[config.mk]
export PLATFORM = sky130hd
export DESIGN_NAME = wb_writeback_queue
export DESIGN_NICKNAME = d
export VERILOG_FILES = /design/src/rtl/wb_writeback_queue_pkg.sv /design/src/rtl/wb_lane_format.sv /design/src/rtl/wb_writeback_queue.sv
export SDC_FILE = /design/constraint.sdc
export NUM_CORES = 1
export LEC_CHECK = 0
export CAP_MARGIN = 20
export CELL_PAD_IN_SITES_DETAIL_PLACEMENT = 0
export CELL_PAD_IN_SITES_GLOBAL_PLACEMENT = 2
export CORE_MARGIN = 3
export CORE_UTILIZATION = 31
export CTS_CLUSTER_DIAMETER = 200
export DETAILED_ROUTE_END_ITERATION = 8
export PLACE_DENSITY = 0.95
export SKIP_CTS_REPAIR_TIMING = 1
export SLEW_MARGIN = 20
export SYNTH_ARGS = -nofsm -noshare
export SYNTH_HDL_FRONTEND = slang
export SYNTH_SLANG_ARGS = --single-unit
[constraint.sdc]
create_clock -name clk -period 7.95 [get_ports clk]
set_clock_uncertainty 0.15 [all_clocks]
set_input_delay 0.795 -clock clk [delete_from_list [all_inputs] [get_ports clk]]
set_output_delay 0.795 -clock clk [all_outputs]
set_load 0.1 [all_outputs]
[src/rtl/wb_writeback_queue_pkg.sv]
// Shared writeback control types: opcodes, regfile mux selects, load extension, queue entry.
package wb_writeback_queue_pkg;

   // Widest datapath an entry can carry; narrower XLEN uses the low bits.
   localparam int unsigned WbDataMax = 64;

   localparam logic [6:0] OpLui   = 7'b0110111;
   localparam logic [6:0] OpAuipc = 7'b0010111;
   localparam logic [6:0] OpJal   = 7'b1101111;
   localparam logic [6:0] OpJalr  = 7'b1100111;
   localparam logic [6:0] OpLoad  = 7'b0000011;
   localparam logic [6:0] OpImm   = 7'b0010011;
   localparam logic [6:0] OpReg   = 7'b0110011;

   typedef enum logic [2:0] {
      RfmAluOut,
      RfmBrEn,
      RfmUImm,
      RfmPcPlus4,
      RfmLoad
   } rfmux_sel_e;

   typedef enum logic [2:0] {
      ExtWord,
      ExtByteS,
      ExtByteU,
      ExtHalfS,
      ExtHalfU
   } load_ext_e;

   typedef struct packed {
      logic [4:0]           rd;
      logic [WbDataMax-1:0] data;
   } wb_entry_t;

   // Load funct3 to extension mode; lw and undefined encodings pass the full word.
   function automatic load_ext_e load_ext_from_funct3(input logic [2:0] funct3);
      load_ext_e ext;
      case (funct3)
         3'b000:  ext = ExtByteS;
         3'b001:  ext = ExtHalfS;
         3'b100:  ext = ExtByteU;
         3'b101:  ext = ExtHalfU;
         default: ext = ExtWord;
      endcase
      return ext;
   endfunction

endpackage

[src/rtl/wb_lane_format.sv]
// Per-lane writeback source select and load data alignment/extension.
module wb_lane_format
   import wb_writeback_queue_pkg::*;
#(
   parameter int unsigned XLEN = 32
) (
   input  logic [6:0]      opcode_i,
   input  logic [2:0]      funct3_i,
   input  logic [6:0]      funct7_i,
   input  logic [XLEN-1:0] alu_out_i,
   input  logic [XLEN-1:0] u_imm_i,
   input  logic [XLEN-1:0] pc_i,
   input  logic [XLEN-1:0] mem_rdata_i,
   input  logic            br_en_i,
   input  logic [1:0]      addr_lo_i,
   output logic [XLEN-1:0] data_o
);

   rfmux_sel_e      sel;
   load_ext_e       ext;
   logic [XLEN-1:0] shifted;
   logic [XLEN-1:0] load_data;

   // Decode which writeback candidate this instruction retires.
   always_comb begin
      sel = RfmAluOut;
      case (opcode_i)
         OpImm:         sel = (funct3_i == 3'b010 || funct3_i == 3'b011) ? RfmBrEn : RfmAluOut;
         OpLui:         sel = RfmUImm;
         OpAuipc:       sel = RfmAluOut;
         OpJal, OpJalr: sel = RfmPcPlus4;
         // slt/sltu compare result, but not the M-extension mulhsu/mulhu encodings
         OpReg:         sel = (funct3_i[2:1] == 2'b01 && funct7_i != 7'b0000001) ?
                              RfmBrEn : RfmAluOut;
         OpLoad:        sel = RfmLoad;
         default:       sel = RfmAluOut;
      endcase
   end

   assign ext     = load_ext_from_funct3(funct3_i);
   assign shifted = mem_rdata_i >> {addr_lo_i, 3'b000};

   // Extend the addressed byte/half of the loaded word.
   always_comb begin
      load_data = shifted;
      case (ext)
         ExtByteS: load_data = {{(XLEN-8){shifted[7]}}, shifted[7:0]};
         ExtByteU: load_data = {{(XLEN-8){1'b0}}, shifted[7:0]};
         ExtHalfS: load_data = {{(XLEN-16){shifted[15]}}, shifted[15:0]};
         ExtHalfU: load_data = {{(XLEN-16){1'b0}}, shifted[15:0]};
         default:  load_data = shifted;
      endcase
   end

   // Final regfile mux.
   always_comb begin
      data_o = alu_out_i;
      case (sel)
         RfmBrEn:    data_o = {{(XLEN-1){1'b0}}, br_en_i};
         RfmUImm:    data_o = u_imm_i;
         RfmPcPlus4: data_o = pc_i + XLEN'(4);
         RfmLoad:    data_o = load_data;
         default:    data_o = alu_out_i;
      endcase
   end

endmodule

[src/rtl/wb_writeback_queue.sv]
// Multi-lane MEM/WB retire queue draining one regfile write per cycle, with forwarding.
module wb_writeback_queue
   import wb_writeback_queue_pkg::*;
#(
   parameter int unsigned NUM_LANES = 2,
   parameter int unsigned DEPTH     = 4,
   parameter int unsigned XLEN      = 32
) (
   input  logic                            clk,
   input  logic                            rst,
   input  logic [NUM_LANES-1:0]            in_valid,
   output logic                            in_ready,
   input  logic [NUM_LANES-1:0][6:0]       in_opcode,
   input  logic [NUM_LANES-1:0][2:0]       in_funct3,
   input  logic [NUM_LANES-1:0][6:0]       in_funct7,
   input  logic [NUM_LANES-1:0][4:0]       in_rd,
   input  logic [NUM_LANES-1:0][XLEN-1:0]  in_alu_out,
   input  logic [NUM_LANES-1:0][XLEN-1:0]  in_u_imm,
   input  logic [NUM_LANES-1:0][XLEN-1:0]  in_pc,
   input  logic [NUM_LANES-1:0][XLEN-1:0]  in_mem_rdata,
   input  logic [NUM_LANES-1:0]            in_br_en,
   input  logic [NUM_LANES-1:0][1:0]       in_addr_lo,
   output logic                            rf_we,
   output logic [4:0]                      rf_rd,
   output logic [XLEN-1:0]                 rf_data,
   input  logic                            rf_ready,
   input  logic [1:0][4:0]                 fwd_rs,
   output logic [1:0]                      fwd_hit,
   output logic [1:0][XLEN-1:0]            fwd_data,
   output logic [$clog2(DEPTH):0]          count
);

   localparam int unsigned PtrW = (DEPTH > 1) ? $clog2(DEPTH) : 1;
   localparam int unsigned CntW = $clog2(DEPTH) + 1;

   logic [PtrW-1:0]               head_q, head_d, tail_q, tail_d;
   logic [CntW-1:0]               count_q, count_d;
   wb_entry_t                     mem_q [DEPTH];
   wb_entry_t                     mem_d [DEPTH];
   wb_entry_t                     push_entry;
   wb_entry_t                     head_entry;
   wb_entry_t                     fwd_entry;
   logic [NUM_LANES-1:0][XLEN-1:0] lane_data;
   logic [NUM_LANES-1:0]          lane_push;
   logic                          pop;
   int unsigned                   push_cnt;

   function automatic logic [PtrW-1:0] wrap_ptr(input logic [PtrW-1:0] base,
                                                input int unsigned off);
      logic [31:0] sum;
      sum = 32'(base) + off;
      return PtrW'(sum % DEPTH);
   endfunction

   for (genvar l = 0; l < NUM_LANES; l++) begin : g_lane
      wb_lane_format #(
         .XLEN(XLEN)
      ) u_lane_format (
         .opcode_i   (in_opcode[l]),
         .funct3_i   (in_funct3[l]),
         .funct7_i   (in_funct7[l]),
         .alu_out_i  (in_alu_out[l]),
         .u_imm_i    (in_u_imm[l]),
         .pc_i       (in_pc[l]),
         .mem_rdata_i(in_mem_rdata[l]),
         .br_en_i    (in_br_en[l]),
         .addr_lo_i  (in_addr_lo[l]),
         .data_o     (lane_data[l])
      );
   end

   // Space check uses registered count only, so a pop this cycle never widens acceptance.
   assign in_ready = (32'(DEPTH) - 32'(count_q)) >= 32'(NUM_LANES);

   // Compact accepted lanes onto consecutive tail slots; update pointers and occupancy.
   always_comb begin
      mem_d      = mem_q;
      push_cnt   = 0;
      push_entry = '0;
      for (int i = 0; i < NUM_LANES; i++) begin
         lane_push[i] = in_valid[i] & in_ready & (in_rd[i] != 5'd0);
         if (lane_push[i]) begin
            push_entry                 = '0;
            push_entry.rd              = in_rd[i];
            push_entry.data[XLEN-1:0]  = lane_data[i];
            mem_d[wrap_ptr(tail_q, push_cnt)] = push_entry;
            push_cnt++;
         end
      end
      pop     = (count_q != '0) & rf_ready;
      tail_d  = wrap_ptr(tail_q, push_cnt);
      head_d  = pop ? wrap_ptr(head_q, 1) : head_q;
      count_d = CntW'(32'(count_q) + push_cnt - (pop ? 32'd1 : 32'd0));
   end

   // Control state; reset empties the queue immediately.
   always_ff @(posedge clk or posedge rst) begin
      if (rst) begin
         head_q  <= '0;
         tail_q  <= '0;
         count_q <= '0;
      end else begin
         head_q  <= head_d;
         tail_q  <= tail_d;
         count_q <= count_d;
      end
   end

   // Entry storage; contents are don't-care while count says the slot is empty.
   always_ff @(posedge clk) begin
      mem_q <= mem_d;
   end

   // Head presents its write; outputs are zeroed while empty so nothing stale leaks out.
   always_comb begin
      head_entry = mem_q[head_q];
      rf_we      = (count_q != '0);
      rf_rd      = rf_we ? head_entry.rd : 5'd0;
      rf_data    = rf_we ? head_entry.data[XLEN-1:0] : '0;
   end

   assign count = count_q;

   // Forwarding scans oldest to youngest so the last match seen is the youngest.
   always_comb begin
      fwd_hit   = '0;
      fwd_data  = '0;
      fwd_entry = '0;
      for (int p = 0; p < 2; p++) begin
         for (int k = 0; k < DEPTH; k++) begin
            if (32'(k) < 32'(count_q)) begin
               fwd_entry = mem_q[wrap_ptr(head_q, k)];
               if (fwd_entry.rd == fwd_rs[p]) begin
                  fwd_hit[p]  = 1'b1;
                  fwd_data[p] = fwd_entry.data[XLEN-1:0];
               end
            end
         end
         for (int i = 0; i < NUM_LANES; i++) begin
            if (lane_push[i] && in_rd[i] == fwd_rs[p]) begin
               fwd_hit[p]  = 1'b1;
               fwd_data[p] = lane_data[i];
            end
         end
         if (fwd_rs[p] == 5'd0) begin
            fwd_hit[p]  = 1'b0;
            fwd_data[p] = '0;
         end
      end
   end

endmodule

======== Yosys cells after proc, flatten, opt, wreduce, memory -nomap -nowiden ========
Index checks and enable logic that the tools add are counted.
storage, ports and cells
  register bits after elaboration ......... 283
  input bits .............................. 321
  output and inout port bits .............. 108
cells by class
  add/subtract/negate cells ............... 11
  order comparisons ....................... 13
  equality and inequality tests ........... 54
  shift operators ......................... 2
  mux-type cells .......................... 81
  bitwise logic cells ..................... 11
  reductions and logical operators ........ 19
operators with widths
  operator               number
  $mux 32                23
  $mux 69                10
  $bmux 69 s2            4
  $bwmux 276             2
  $mux 276               2
  $pmux 32 s4            4
  $demux 69 s2           2
  $add 32x3->32 const B  2
  $shr 32x5->32          2
  $eq 5x5->1             12
  $eq 3x2->1 const B     12
  $ge 32x2->1 const B    1
  $pmux 3 s5             2
  $eq 7x6->1 const B     4
  $eq 7x7->1 const B     4
  $mux 1                 28
  $eq 3x3->1 const B     8
  $pmux 3 s4             2
  $eq 3x1->1 const B     6
  $ge 3x3->1 const B     6
  $not 2->3              6
  $eq 7x2->1 const B     2
  $eq 7x5->1 const B     2
  $ne 7x1->1 const B     2
  21 further kinds       43

======== Depth between registers and ports, before layout ========
  depth in word-level cells ............... 16
  gate-level depth with buffers ........... 15
  depth with buffers taken out ............ 15

======== By module ========
A second synthesis with hierarchy kept.
unflattened totals
  cell total of the unflattened synthesis .. 2262
  area total of the unflattened synthesis .. 18054.8 um^2
by module, submodules not included
  module              instances  cells each  area an instance (um^2)  sequential area each (um^2)
  wb_writeback_queue  1          1632        13733.2                  3138.0
  wb_lane_format      2          315         2160.8                   0.0

======== Worst setup path after synthesis ========
OpenSTA, ideal clock, no wires.
  path kind ............................... register -> output
  start ................................... register count_q[0], in the netlist count[0]
  end ..................................... output port fwd_data[19] (netlist bit)
  arrival time ............................ 6297 ps
  setup slack ............................. 708 ps
  cell stages (with the launch flop) ...... 11
  cell sequence ........................... dfrtp_1 inv_1 ha_1 ha_1 and3_1 clkinv_1 and4_1 clkbuf_1 clkbuf_1 o2bb2ai_1 nor4_1
RTL lines
  what                    RTL line                   text
  start, declared         wb_writeback_queue.sv:37   logic [CntW-1:0] count_q, count_d;
  start signal, assigned  wb_writeback_queue.sv:105  count_q <= count_d;
  end, declared           wb_writeback_queue.sv:29   output logic [1:0][XLEN-1:0] fwd_data,

==> flow_metrics.tcl <==
set metrics [dict create \
    p_per_area_mw_per_mm2 525 \
    drc 0 \
    htreeDepth 4 \
    r2r_start "count[0]" \
    finalWirelength_um 108000 \
    drtPass1Iterations 6 \
    syn_inst 2613 \
    tightest_slew_ns 1.17 \
    nets 3224 \
    async_reset_ff_frac 0.0452 \
    drive_above_1_share 0.110 \
    routedWlPerCell_um 29.3 \
    ys_ff_latch 155 \
    fin_tns_setup_ns 0 \
    finalCritPeriodShare 0.843 \
    synth-edff-count 0 \
    slew_headroom 0.212 \
    gp_congestion 1.02 \
    syn_area_mm2 0.0189 \
    r2r_setup_slack_ns 3.64 \
    grt_pass1_wl_um 154000 \
    crit_path_max_fanout 60 \
    finalHoldViolations 0 \
    power_mw 12.8 \
    cts.reportedPaths.clkPinSlew_ns 0.07 \
    cp.arrival_ns 5.76 \
    port_buffers 428 \
    final_util 0.408 \
    power.leakage_nw 8.96 \
    die-area_mm2 0.0640 \
    grt_start_max_net_pins 75 \
    crit_path_end_kind "primary output" \
    min_path_cells 2 \
    status "completed" \
    cts_root_buffer "clkbuf_16" \
    fmax_mhz 149 \
    maxSlewViolCount 0 \
    worstSkewPairLatency_ns 0.46 \
    ios 429 \
    yosysSeqAreaShare 0.166 \
    clockBufferDepth 2 \
    coreArea_mm2 0.0597 \
    start_util 0.317 \
    min_to "mem_q[162]" \
    cts_buffers 17 \
    fp.dieW_um 253 \
    clock_sinks 155 \
    syn_nets 2946 \
    std_cell_rows 89 \
    syn_area_per_cell_um2 7.24 \
    crit_path_start_kind "flip-flop" \
    path_class "flip-flop to primary output" \
    ys_types 106 \
    min-delay-start "mem_q[162]" \
    min_period_ns 6.70 \
    cts_tree "done" \
    synth_area_leaders "dfxtp_1 16%, mux2i_1 7.2%, nand2_1 5.2%" \
    vias 23956 \
    r2r_cells 12 \
    synth_most_common_cell "nand2_1" \
    ir_drop_mv 0.492 \
    timing.rr.end "mem_q[149]" \
    setup_viol 0 \
    drt_iter0_drc 2766 \
    drtAntennaViolNets 0 \
    yosysTopAreaCell "dfxtp_1" \
    drv_cap 0 \
    gr-total-overflow 0 \
    grt_util_all_layers 0.323 \
    required_ns 7.01 \
    antenna_found_initial 2 \
    rsz0062_at_grt "false" \
    die_h_um 253 \
    ys_top_cells_by_count "263 x nand2_1, 228 x nor2_1, 194 x o21ai_0, 183 x a21oi_1, 167 x clkbuf_1" \
    grt_pass1_vias 22860 \
    ys.flop_type "dfxtp_1" \
    yosys_warnings 0 \
    whs_ns 0.346 \
    dpl.hpwl_um 79900 \
    via_per_inst 6.51 \
    syn2layout_area_growth_pct 28.9 \
    synth_top_area_frac 0.157 \
    hold_class "flip-flop to flip-flop" \
]
-- sequential cells by signal, indices dropped and copies added (netlist names) --
name	flops
mem_q	148
head_q	2
count	3
tail_q	2
-- cell usage in the layout (no fill, tap or decap), types with 48 or more instances in the layout --
cell type	count
clkdlybuf4s50_1	386
nand2_1	261
nor2_1	223
o21ai_0	193
a21oi_1	183
dfxtp_1	148
mux2i_1	136
buf_4	123
o211ai_1	76
mux2_2	73
a211oi_1	69
xnor2_1	60
nor3_1	59
nand3_1	55
a31oi_1	49
nand2b_1	48
-- critical path, cell delays in order, from the launching register on --
cell,delay [ns]
dfrtp_4,1.04
mux2i_1,0.52
xnor2_1,0.15
or4_4,0.58
o22ai_4,0.46
buf_4,0.37
a211o_1,0.17
o221ai_1,0.15
a21oi_1,0.56
clkdlybuf4s50_1,1.26
-- per-stage QoR --
| step | std cells | worst slack [ns] | cell area, µm² |
|---|---|---|---|
| after global placement | 3645 | 1.62 | 23700 |
| after CTS | 3677 | 1.46 | 24400 |
| after global routing | 3678 | 1.21 | 24400 |
| after floorplan | 2613 | 0.708 | 18900 |
| after detailed placement | 3645 | 1.49 | 23700 |
| final | 3679 | 1.25 | 24400 |
-- report_power, final --
part	switching (mW)	total [mW]	internal (mW)
Combinational	7.21	10.1	2.88
Sequential	0.485	1.73	1.25
Clock	0.379	0.960	0.581
Total	8.08	12.8	4.71
-- routing by layer --
metal	wire length, µm	GRT usage	share of wire	vias up
met4	6880	0.179	0.064	0
met2	47600	0.510	0.44	1664
met5	0	0	0	-
met1	41100	0.401	0.38	11449
li1	-	-	-	10505
met3	12200	0.0826	0.11	338
-- worst max path at each step --
stage	to	slack, ns	startpoint
2_1_floorplan	fwd_data[19]	0.71	count[0]
3_3_place_gp	fwd_data[42]	1.62	in_funct7[1]
3_5_place_dp	fwd_data[35]	1.49	in_funct7[1]
4_1_cts	fwd_data[35]	1.46	head_q[1]
5_1_grt	fwd_data[31]	1.21	head_q[1]
6_report	fwd_data[31]	1.25	head_q[1]
-- cell families (layout without fill, tap and decap cells) --
group,after synthesis,after routing,synth area share
compound gates,977,977,0.362
simple gates,842,842,0.214
buf+inv,297,588,0.0671
mux,226,226,0.135
flops,155,155,0.166
xor+xnor,104,104,0.0481
fa+ha+maj,12,12,0.00833
other cells,0,2,0
-- cell type report --
type	count	area, µm²
Timing Repair Buffer	510	4810
Tap cell	773	967
Fill cell	6089	35300
Clock inverter	11	208
Clock buffer	21	460
Inverter	46	175
Antenna cell	2	5.00
Sequential cell	155	3150
Multi-Input combinational cell	2161	14600
No activity file was read; power rests on OpenSTA's default activity.
